<file path="src/rtl/trig_arbiter_if.sv">
// Request/response bundle shared by the trig_arbiter and its requesters and sine table.
// 'slave' is the arbiter side; 'master' is the requester/table side.
interface trig_arbiter_if #(
    parameter int NUM_REQ = 4
);
    logic        [NUM_REQ-1:0]   req_valid;
    logic        [NUM_REQ-1:0]   req_ready;
    logic        [9*NUM_REQ-1:0] req_angle;
    logic        [NUM_REQ-1:0]   req_cos;
    logic        [8:0]           lut_value;
    logic                        lut_valid;
    logic signed [31:0]          lut_amp;
    logic        [NUM_REQ-1:0]   resp_valid;
    logic signed [31:0]          resp_amp;

    modport slave (
        input  req_valid,
        input  req_angle,
        input  req_cos,
        input  lut_amp,
        output req_ready,
        output lut_value,
        output lut_valid,
        output resp_valid,
        output resp_amp
    );

    modport master (
        output req_valid,
        output req_angle,
        output req_cos,
        output lut_amp,
        input  req_ready,
        input  lut_value,
        input  lut_valid,
        input  resp_valid,
        input  resp_amp
    );
endinterface

</file>
<file path="src/rtl/trig_arbiter.sv">
// Round-robin arbiter sharing one half-wave sine table between NUM_REQ requesters.
// Angles are folded onto 0..179 degrees; the sign is restored when the table answers.
module trig_arbiter #(
    parameter int NUM_REQ     = 4,
    parameter int LUT_LATENCY = 1
) (
    input  logic         clk_in,
    input  logic         rst_in,
    trig_arbiter_if.slave bus
);
    localparam int ID_W   = $clog2(NUM_REQ);
    localparam int STAGES = LUT_LATENCY + 1;
    localparam int DATA_W = 32;
    localparam logic [ID_W:0] NREQ = (ID_W+1)'(NUM_REQ);

    // Returns {negate, index}: index in 0..179, negate when the angle lies in the lower half-wave.
    function automatic logic [9:0] reduce_angle(input logic [8:0] angle, input logic use_cos);
        logic [9:0] a;
        a = (angle >= 9'd360) ? {1'b0, angle - 9'd360} : {1'b0, angle};
        if (use_cos) begin
            a = a + 10'd90;
            if (a >= 10'd360) begin
                a = a - 10'd360;
            end
        end
        if (a >= 10'd180) begin
            return {1'b1, 9'(a - 10'd180)};
        end
        return {1'b0, a[8:0]};
    endfunction

    function automatic logic signed [DATA_W-1:0] apply_sign(
        input logic signed [DATA_W-1:0] amp,
        input logic                     neg
    );
        return neg ? -amp : amp;
    endfunction

    logic [ID_W-1:0]     r_last;
    logic [NUM_REQ-1:0]  w_ready;
    logic                w_gnt;
    logic [ID_W-1:0]     w_gnt_id;
    logic [ID_W:0]       w_sum;
    logic [ID_W-1:0]     w_cand;
    logic [8:0]          w_angle;
    logic                w_cos;
    logic [9:0]          w_red;

    // Stage p0: grant search starting one past the last winner, then angle folding.
    always_comb begin
        w_ready  = '0;
        w_gnt    = 1'b0;
        w_gnt_id = '0;
        w_sum    = '0;
        w_cand   = '0;
        w_angle  = '0;
        w_cos    = 1'b0;
        w_red    = '0;
        if (!rst_in) begin
            for (int k = 1; k <= NUM_REQ; k++) begin
                w_sum  = {1'b0, r_last} + (ID_W+1)'(k);
                w_cand = (w_sum >= NREQ) ? ID_W'(w_sum - NREQ) : ID_W'(w_sum);
                if (!w_gnt && bus.req_valid[w_cand]) begin
                    w_gnt    = 1'b1;
                    w_gnt_id = w_cand;
                end
            end
            if (w_gnt) begin
                w_ready[w_gnt_id] = 1'b1;
            end
        end
        w_angle = bus.req_angle[9*w_gnt_id +: 9];
        w_cos   = bus.req_cos[w_gnt_id];
        w_red   = reduce_angle(w_angle, w_cos);
    end

    assign bus.req_ready = w_ready;

    logic [8:0]          r_lut_value_p0;
    logic                r_vld_pl [STAGES];
    logic [ID_W-1:0]     r_id_pl  [STAGES];
    logic                r_neg_pl [STAGES];

    always_ff @(posedge clk_in) begin
        if (rst_in) begin
            r_last         <= ID_W'(NUM_REQ-1);
            r_lut_value_p0 <= '0;
        end else if (w_gnt) begin
            r_last         <= w_gnt_id;
            r_lut_value_p0 <= w_red[8:0];
        end
    end

    // Stage p1..pL: tag pipeline kept in step with the table's answer.
    always_ff @(posedge clk_in) begin
        if (rst_in) begin
            for (int s = 0; s < STAGES; s++) begin
                r_vld_pl[s] <= 1'b0;
            end
        end else begin
            r_vld_pl[0] <= w_gnt;
            for (int s = 1; s < STAGES; s++) begin
                r_vld_pl[s] <= r_vld_pl[s-1];
            end
        end
    end

    always_ff @(posedge clk_in) begin
        r_id_pl[0]  <= w_gnt_id;
        r_neg_pl[0] <= w_red[9];
        for (int s = 1; s < STAGES; s++) begin
            r_id_pl[s]  <= r_id_pl[s-1];
            r_neg_pl[s] <= r_neg_pl[s-1];
        end
    end

    assign bus.lut_value = r_lut_value_p0;
    assign bus.lut_valid = r_vld_pl[0];

    logic [NUM_REQ-1:0]        r_resp_vld;
    logic signed [DATA_W-1:0]  r_resp_amp;

    // Result stage: sign restore and one-cycle strobe to the owner.
    always_ff @(posedge clk_in) begin
        if (rst_in) begin
            r_resp_vld <= '0;
            r_resp_amp <= '0;
        end else begin
            r_resp_vld <= '0;
            if (r_vld_pl[STAGES-1]) begin
                r_resp_vld[r_id_pl[STAGES-1]] <= 1'b1;
                r_resp_amp <= apply_sign(bus.lut_amp, r_neg_pl[STAGES-1]);
            end
        end
    end

    assign bus.resp_valid = r_resp_vld;
    assign bus.resp_amp   = r_resp_amp;

endmodule
</file>
<file path="src/flat_wrapper.sv">
// flat-port wrapper written by rule: the top's interface ports become plain ports
module trig_arbiter_flat 
#(
    parameter int NUM_REQ     = 4,
    parameter int LUT_LATENCY = 1
)
  (clk_in, rst_in, bus_req_valid, bus_req_angle, bus_req_cos, bus_lut_amp, bus_req_ready, bus_lut_value, bus_lut_valid, bus_resp_valid, bus_resp_amp);
  trig_arbiter_if #(.NUM_REQ(NUM_REQ)) bus_i ();
  input  logic clk_in;
  input  logic rst_in;
  input wire logic [$bits(bus_i.req_valid)-1:0] bus_req_valid;
  input wire logic [$bits(bus_i.req_angle)-1:0] bus_req_angle;
  input wire logic [$bits(bus_i.req_cos)-1:0] bus_req_cos;
  input wire logic [$bits(bus_i.lut_amp)-1:0] bus_lut_amp;
  output wire logic [$bits(bus_i.req_ready)-1:0] bus_req_ready;
  output wire logic [$bits(bus_i.lut_value)-1:0] bus_lut_value;
  output wire logic [$bits(bus_i.lut_valid)-1:0] bus_lut_valid;
  output wire logic [$bits(bus_i.resp_valid)-1:0] bus_resp_valid;
  output wire logic [$bits(bus_i.resp_amp)-1:0] bus_resp_amp;
  assign bus_i.req_valid = bus_req_valid;
  assign bus_i.req_angle = bus_req_angle;
  assign bus_i.req_cos = bus_req_cos;
  assign bus_i.lut_amp = bus_lut_amp;
  assign bus_req_ready = bus_i.req_ready;
  assign bus_lut_value = bus_i.lut_value;
  assign bus_lut_valid = bus_i.lut_valid;
  assign bus_resp_valid = bus_i.resp_valid;
  assign bus_resp_amp = bus_i.resp_amp;
  trig_arbiter #(.NUM_REQ(NUM_REQ), .LUT_LATENCY(LUT_LATENCY)) u_core (.clk_in(clk_in), .rst_in(rst_in), .bus(bus_i));
endmodule
</file>
<file path="config.mk">
export PLATFORM = sky130hd
export DESIGN_NAME = trig_arbiter_flat
export DESIGN_NICKNAME = d
export VERILOG_FILES = /design/src/rtl/trig_arbiter_if.sv /design/src/rtl/trig_arbiter.sv /design/src/flat_wrapper.sv
export SDC_FILE = /design/constraint.sdc
export NUM_CORES = 1
export LEC_CHECK = 0
export ABC_CLOCK_PERIOD_IN_PS = 9000
export CORE_ASPECT_RATIO = 1.2
export CORE_UTILIZATION = 24
export DETAILED_ROUTE_END_ITERATION = 10
export SLEW_MARGIN = 20
export SYNTH_ARGS = -nofsm -noshare
export SYNTH_HDL_FRONTEND = slang
export SYNTH_SLANG_ARGS = --single-unit
</file>
<file path="constraint.sdc">
create_clock -name clk_in -period 9 [get_ports clk_in]
set_input_delay 1.8 -clock clk_in [delete_from_list [all_inputs] [get_ports clk_in]]
set_output_delay 1.8 -clock clk_in [all_outputs]
set_load 0.03 [all_outputs]
</file>
==> results_dict.tcl, run 1 <==
set metrics [dict create \
    path_max_fanout 42 \
    clock-sinks 55 \
    crit_slowest_cell "clkdlybuf4s50_1" \
    dp_hpwl_um 10500 \
    cts_setup_buffers 0 \
    setup_viol 0 \
    syn_nets 598 \
    max_stage_delay_ns 0.46 \
    diodes 0 \
    finalCritPeriodShare_pct 73.3 \
    end_kind "register" \
    setup_tns_ns 0 \
    p_int_mw 0.688 \
    viasPerCell 5.17 \
    combPwrFrac_pct 55.2 \
    firstDrtPassIters 5 \
    hold_class "reg -> reg" \
    cts-hold-fix-buffers 0 \
    worstSetupPathType "in -> reg" \
    ctsResizeCount 0 \
    hold_violations 0 \
    crit_chain "clkdlybuf4s50_1 > buf_4 > inv_1 > nand2b_4 > inv_2 > a21oi_2 > a22o_1 > a21o_2 > a21oi_1 > or2_2 > ha_1 > nand3_1 > inv_1 > o31ai_1 > o22ai_1 > nand3_1 > ha_1 > nand3_1 > a2111o_1 > a31o_1 > a311oi_2" \
    synth_area_leaders "dfxtp_1, a211oi_1, xor2_1" \
    status "complete, no violations" \
    synth.yosys.warnings 0 \
    drt_iter0_drc 196 \
    route.detailed.drc 0 \
    worstSkewPairLatency_ns 0.29 \
    maxCapViolations 0 \
    synth_common_cells "nor2_1, dfxtp_1, nand2_1" \
    reg2reg_slack_ns 4.09 \
    ir_drop_v 0.0000725 \
    p_clk_share_pct 19.1 \
    drv_slew 0 \
    layout-drive-gt1-share_pct 8.95 \
    synth_cell_types 90 \
    die-area_um2 17900 \
    grt_pass1_wl_um 21400 \
    path_common_cell "nand3_1" \
    antenna_found_initial 0 \
    grt_pass1_vias 4200 \
    p_seq_share_pct 25.7 \
    cp.buffers_inverters 5 \
    switchingPower_mw 0.497 \
    skew_ns 0.00325 \
    rsz0062_at_grt "no" \
    dieHeight_um 146 \
    synth_edf_count 0 \
    root_buffer "clkbuf_16" \
    required_ns 9.21 \
    synth_top_area_share_pct 26.5 \
    cts_buffer_depth 2 \
    yosys.area.top_type "dfxtp_1" \
    num_vias 4354 \
    synth_top_flop_cell "dfxtp_1" \
    ant_nets 0 \
    postSynthCellCount 513 \
    synth.avg_cell_area_um2 8.11 \
    synthArstFlopShare_pct 0 \
    crit_path_start_kind "input port" \
    swShare_pct 41.9 \
    seq_area_frac_synth_pct 26.5 \
    wl_per_cell_um 16.0 \
    fin_crit_ns 6.60 \
    num-nets-final 710 \
    grt_max_degree 66 \
    routed_wl_um 13400 \
    tightest_slew_ns 0.868 \
    initial_core_util_pct 24.6 \
    die-width_um 122 \
    numPortBuffers 127 \
    synth-seq-cells 55 \
    syn-cell-area_um2 4160 \
    cts_tree "yes" \
    grt_usage_pct 14.9 \
    arrival_ns 6.80 \
    gp_congestion 0.837 \
    area_growth_pct 39.3 \
    final_cells 842 \
    rows 52 \
    cp_top_family "compound AO/OA/AOI/OAI gates" \
    numCtsBuffers 5 \
    ios 128 \
    synth.most_common_cell "nor2_1" \
    core_area_um2 16900 \
    power.density_nw_per_um2 204 \
    power_leakage_nw 2.08 \
    overflow 0 \
    htreeDepth 2 \
    hold_slack_ns 0.328 \
    placed_cells 834 \
    path_clk_slew_ns 0.07 \
    fmaxAchievable_mhz 152 \
    timing.slew.headroom_pct 41.7 \
]
[metal layers]
metal / vias to the layer above / track usage (%) / part of all wire (%)
met5: - / 0 / 0
met4: 0 / 5.79 / 2.4
met3: 21 / 2.50 / 6.5
met2: 144 / 26.7 / 49
met1: 2017 / 17.3 / 42
li1: 2172 / - / -
[cell type report]
| cell class | instances | area (um2) |
|---|---|---|
| inverter | 13 | 48.8 |
| tap | 216 | 270 |
| sequential | 55 | 1100 |
| clock buffer | 6 | 139 |
| clock inverter | 2 | 35.0 |
| timing repair buffer | 131 | 1300 |
| fill | 1771 | 11100 |
| multi-input combinational | 419 | 2900 |
[through the flow]
step / utilization, % / setup slack [ns] / power (mW) / area (um2)
floorplan: - / 3.14 / 0.765 / 4160
global placement: 33.2 / 2.15 / 0.961 / 5620
detailed placement: 33.2 / 2.11 / 0.959 / 5620
CTS: 34.3 / 2.43 / 1.19 / 5800
global route: 34.3 / 1.83 / 1.27 / 5800
finish: 34.3 / 2.40 / 1.18 / 5800
[state kept, by name, summed over array words and instances, names as in the netlist]
name and cells:
u_core.bus.resp_amp 32, u_core.bus.lut_value 9, u_core.bus.resp_valid 4, u_core.r_id_pl 4
u_core.r_last 2, u_core.r_neg_pl 2, u_core.r_vld_pl 2
[kinds of logic after synthesis]
group,share of synthesized area [%]
mux,3.76
buf+inv,4.06
xor+xnor,6.94
fa+ha+maj,2.10
compound gates,33.0
simple gates,23.7
flops,26.5
[path summary, 6_finish.rpt]
kind                                 startpoint                                    to  depth (start not counted)
hold reg to reg   u_core.r_neg_pl[0][0]$_DFF_P_         u_core.r_neg_pl[0][1]$_DFF_P_                          0
setup / recovery                         rst_in  u_core.bus.lut_value[6]$_SDFFE_PP0P_                         21
setup reg to reg  u_core.r_last[0]$_SDFFE_PP1P_  u_core.bus.lut_value[6]$_SDFFE_PP0P_                         20
hold / removal    u_core.r_neg_pl[0][0]$_DFF_P_         u_core.r_neg_pl[0][1]$_DFF_P_                          0
[cell usage in the layout (no fill, tap or decap), drive strengths merged, types with 4 or more instances in the layout]
| master | count |
|---|---|
| a21oi | 14 |
| o211a | 4 |
| nor2b | 5 |
| clkdlybuf4s50 | 127 |
| clkbuf | 6 |
| nor3 | 12 |
| o31ai | 15 |
| a21o | 4 |
| or2 | 4 |
| o211ai | 4 |
| inv | 13 |
| mux2i | 11 |
| nand2b | 4 |
| buf | 4 |
| o21ai | 28 |
| a31oi | 9 |
| a22o | 4 |
| dfxtp | 55 |
| or4 | 9 |
| nor2 | 61 |
| or3 | 7 |
| nand2 | 49 |
| ha | 7 |
| xor2 | 28 |
| a22oi | 6 |
| nor4 | 7 |
| and2 | 7 |
| o22ai | 4 |
| nand3 | 16 |
| a31o | 4 |
| a211oi | 36 |
| xnor2 | 5 |
[power groups by stage]
stage	clock network (mW)	logic, mW	registers [mW]
detailed placement	0	0.648	0.311
finish	0.227	0.654	0.305
global placement	0	0.650	0.311
CTS	0.236	0.652	0.306
floorplan	0	0.402	0.363
global route	0.243	0.716	0.309
Note: power is estimated with default switching activity, not from simulation.
==> run 2, diff against run 1 <==
ABC_CLOCK_PERIOD_IN_PS = 6000   (was 9000)
clock period = 6 ns   (was 9 ns; I/O delays follow)
==> results_dict.tcl, run 2 (synthesis results as in run 1) <==
set metrics [dict create \
    initial_core_util_pct 24.6 \
    worstSetupPathType "in -> reg" \
    hold_class "reg -> reg" \
    required_ns 6.21 \
    crit_slowest_cell "or4_4" \
    status "complete, no violations" \
    path_common_cell "buf_4" \
    tightest_slew_ns 0.657 \
    ios 128 \
    worstSkewPairLatency_ns 0.29 \
    end_kind "register" \
    num-nets-final 745 \
    route.detailed.drc 0 \
    clock-sinks 55 \
    grt_pass1_vias 4290 \
    cts_tree "yes" \
    dieHeight_um 146 \
    power_leakage_nw 2.24 \
    core_area_um2 16900 \
    dp_hpwl_um 10900 \
    area_growth_pct 45.9 \
    arrival_ns 5.91 \
    numPortBuffers 127 \
    hold_violations 0 \
    htreeDepth 2 \
    grt_max_degree 66 \
    numCtsBuffers 5 \
    cts-hold-fix-buffers 0 \
    finalCritPeriodShare_pct 95.0 \
    drv_slew 0 \
    largest_reg_flops 32 \
    max_stage_delay_ns 0.54 \
    skew_ns 0.00877 \
    overflow 0 \
    rows 52 \
    timing.slew.headroom_pct 56.2 \
    antenna_found_initial 0 \
    power.density_nw_per_um2 301 \
    grt_pass1_wl_um 22100 \
    diodes 0 \
    path_clk_slew_ns 0.07 \
    hold_slack_ns 0.327 \
    crit_chain "clkdlybuf4s50_1 > or2_0 > a311o_2 > buf_4 > a41oi_4 > buf_4 > a21oi_1 > a221o_1 > a21o_1 > a221oi_2 > or2_2 > ha_1 > nand3_1 > a21oi_4 > nor3_1 > or4_4 > a2111o_1 > a31o_1 > a311oi_2" \
    maxCapViolations 0 \
    die-area_um2 17900 \
    nFillCells 1782 \
    path_max_fanout 8 \
    cts_buffer_depth 2 \
    viasPerCell 5.09 \
    setup_viol 0 \
    multiInputGateArea_um2 2920 \
    crit_path_start_kind "input port" \
    firstDrtPassIters 7 \
    drt_iter0_drc 327 \
    routed_wl_um 13800 \
    gp_congestion 0.899 \
    layout-drive-gt1-share_pct 14.4 \
    num_vias 4463 \
    final_cell_mix "clkdlybuf4s50_1, nor2_1, dfxtp_1" \
    wl_per_cell_um 15.7 \
    fmaxAchievable_mhz 176 \
    grt_usage_pct 15.4 \
    root_buffer "clkbuf_16" \
    ir_drop_v 0.000134 \
    fin_crit_ns 5.70 \
    seqCellArea_um2 1100 \
    die-width_um 122 \
    setup_tns_ns 0 \
    ant_nets 0 \
    final_common_cell "clkdlybuf4s50_1" \
    reg2reg_slack_ns 1.33 \
]
==> run 2: per-stage QoR <==
stage          area (um2)  util [%]  setup WS [ns]  total power, mW  cells
3_3_place_gp         5850      34.6        -0.0498             1.50    865
2_1_floorplan        4160         -          0.742             1.15    513
4_1_cts              6010      35.5          0.240             1.83    872
6_report             6070      35.9          0.303             1.83    876
3_5_place_dp         5850      34.6        -0.0598             1.50    865
5_1_grt              6070      35.9        -0.0149             1.97    876
==> run 2: worst paths after layout <==
check                                      from                                    to  cells past startpoint
setup / recovery               bus_req_valid[0]  u_core.bus.lut_value[6]$_SDFFE_PP0P_                     19
hold / removal     u_core.r_id_pl[0][1]$_DFF_P_          u_core.r_id_pl[0][3]$_DFF_P_                      0
setup reg to reg  u_core.r_last[0]$_SDFFE_PP1P_  u_core.bus.lut_value[6]$_SDFFE_PP0P_                     17
hold reg to reg    u_core.r_id_pl[0][1]$_DFF_P_          u_core.r_id_pl[0][3]$_DFF_P_                      0
==> run 2: routing by layer <==
metal | vias to the layer above | GRT usage, % | wire length [um]
li1 | 2228 | - | -
met1 | 2073 | 19.5 | 6160
met2 | 148 | 27.3 | 6640
met3 | 14 | 1.91 | 782
met4 | 0 | 3.54 | 184
met5 | - | 0 | 0
==> run 2: power breakdown <==
part	internal, mW	leakage (nW)	switching (mW)
clock network	0.195	0.0769	0.129
registers	0.422	0.455	0.0353
logic	0.455	1.71	0.593
total	1.07	2.24	0.758
==> run 2: final cells by class <==
| type | instances | area share [%] |
|---|---|---|
| multi-input cells | 419 | 48.1 |
| repair buffers | 166 | 25.8 |
| flip-flops and latches | 55 | 18.2 |
| well taps | 216 | 4.45 |
| clock buffers | 6 | 2.12 |
| inverters | 13 | 0.824 |
| clock inverters | 1 | 0.494 |
==> run 2: what timing repair did <==
item,CTS,global route
gates resized for setup,0,10
setup endpoints to repair,0,6
buffers inserted,0,4
==> run 2: worst max-delay path: cells and delay by family <==
kind,cells,cell delay (ns)
AOI/OAI and AO/OA,10,2.51
adders and majority gates,1,0.16
buffers and inverters,3,0.81
and+or+nand+nor,5,1.24
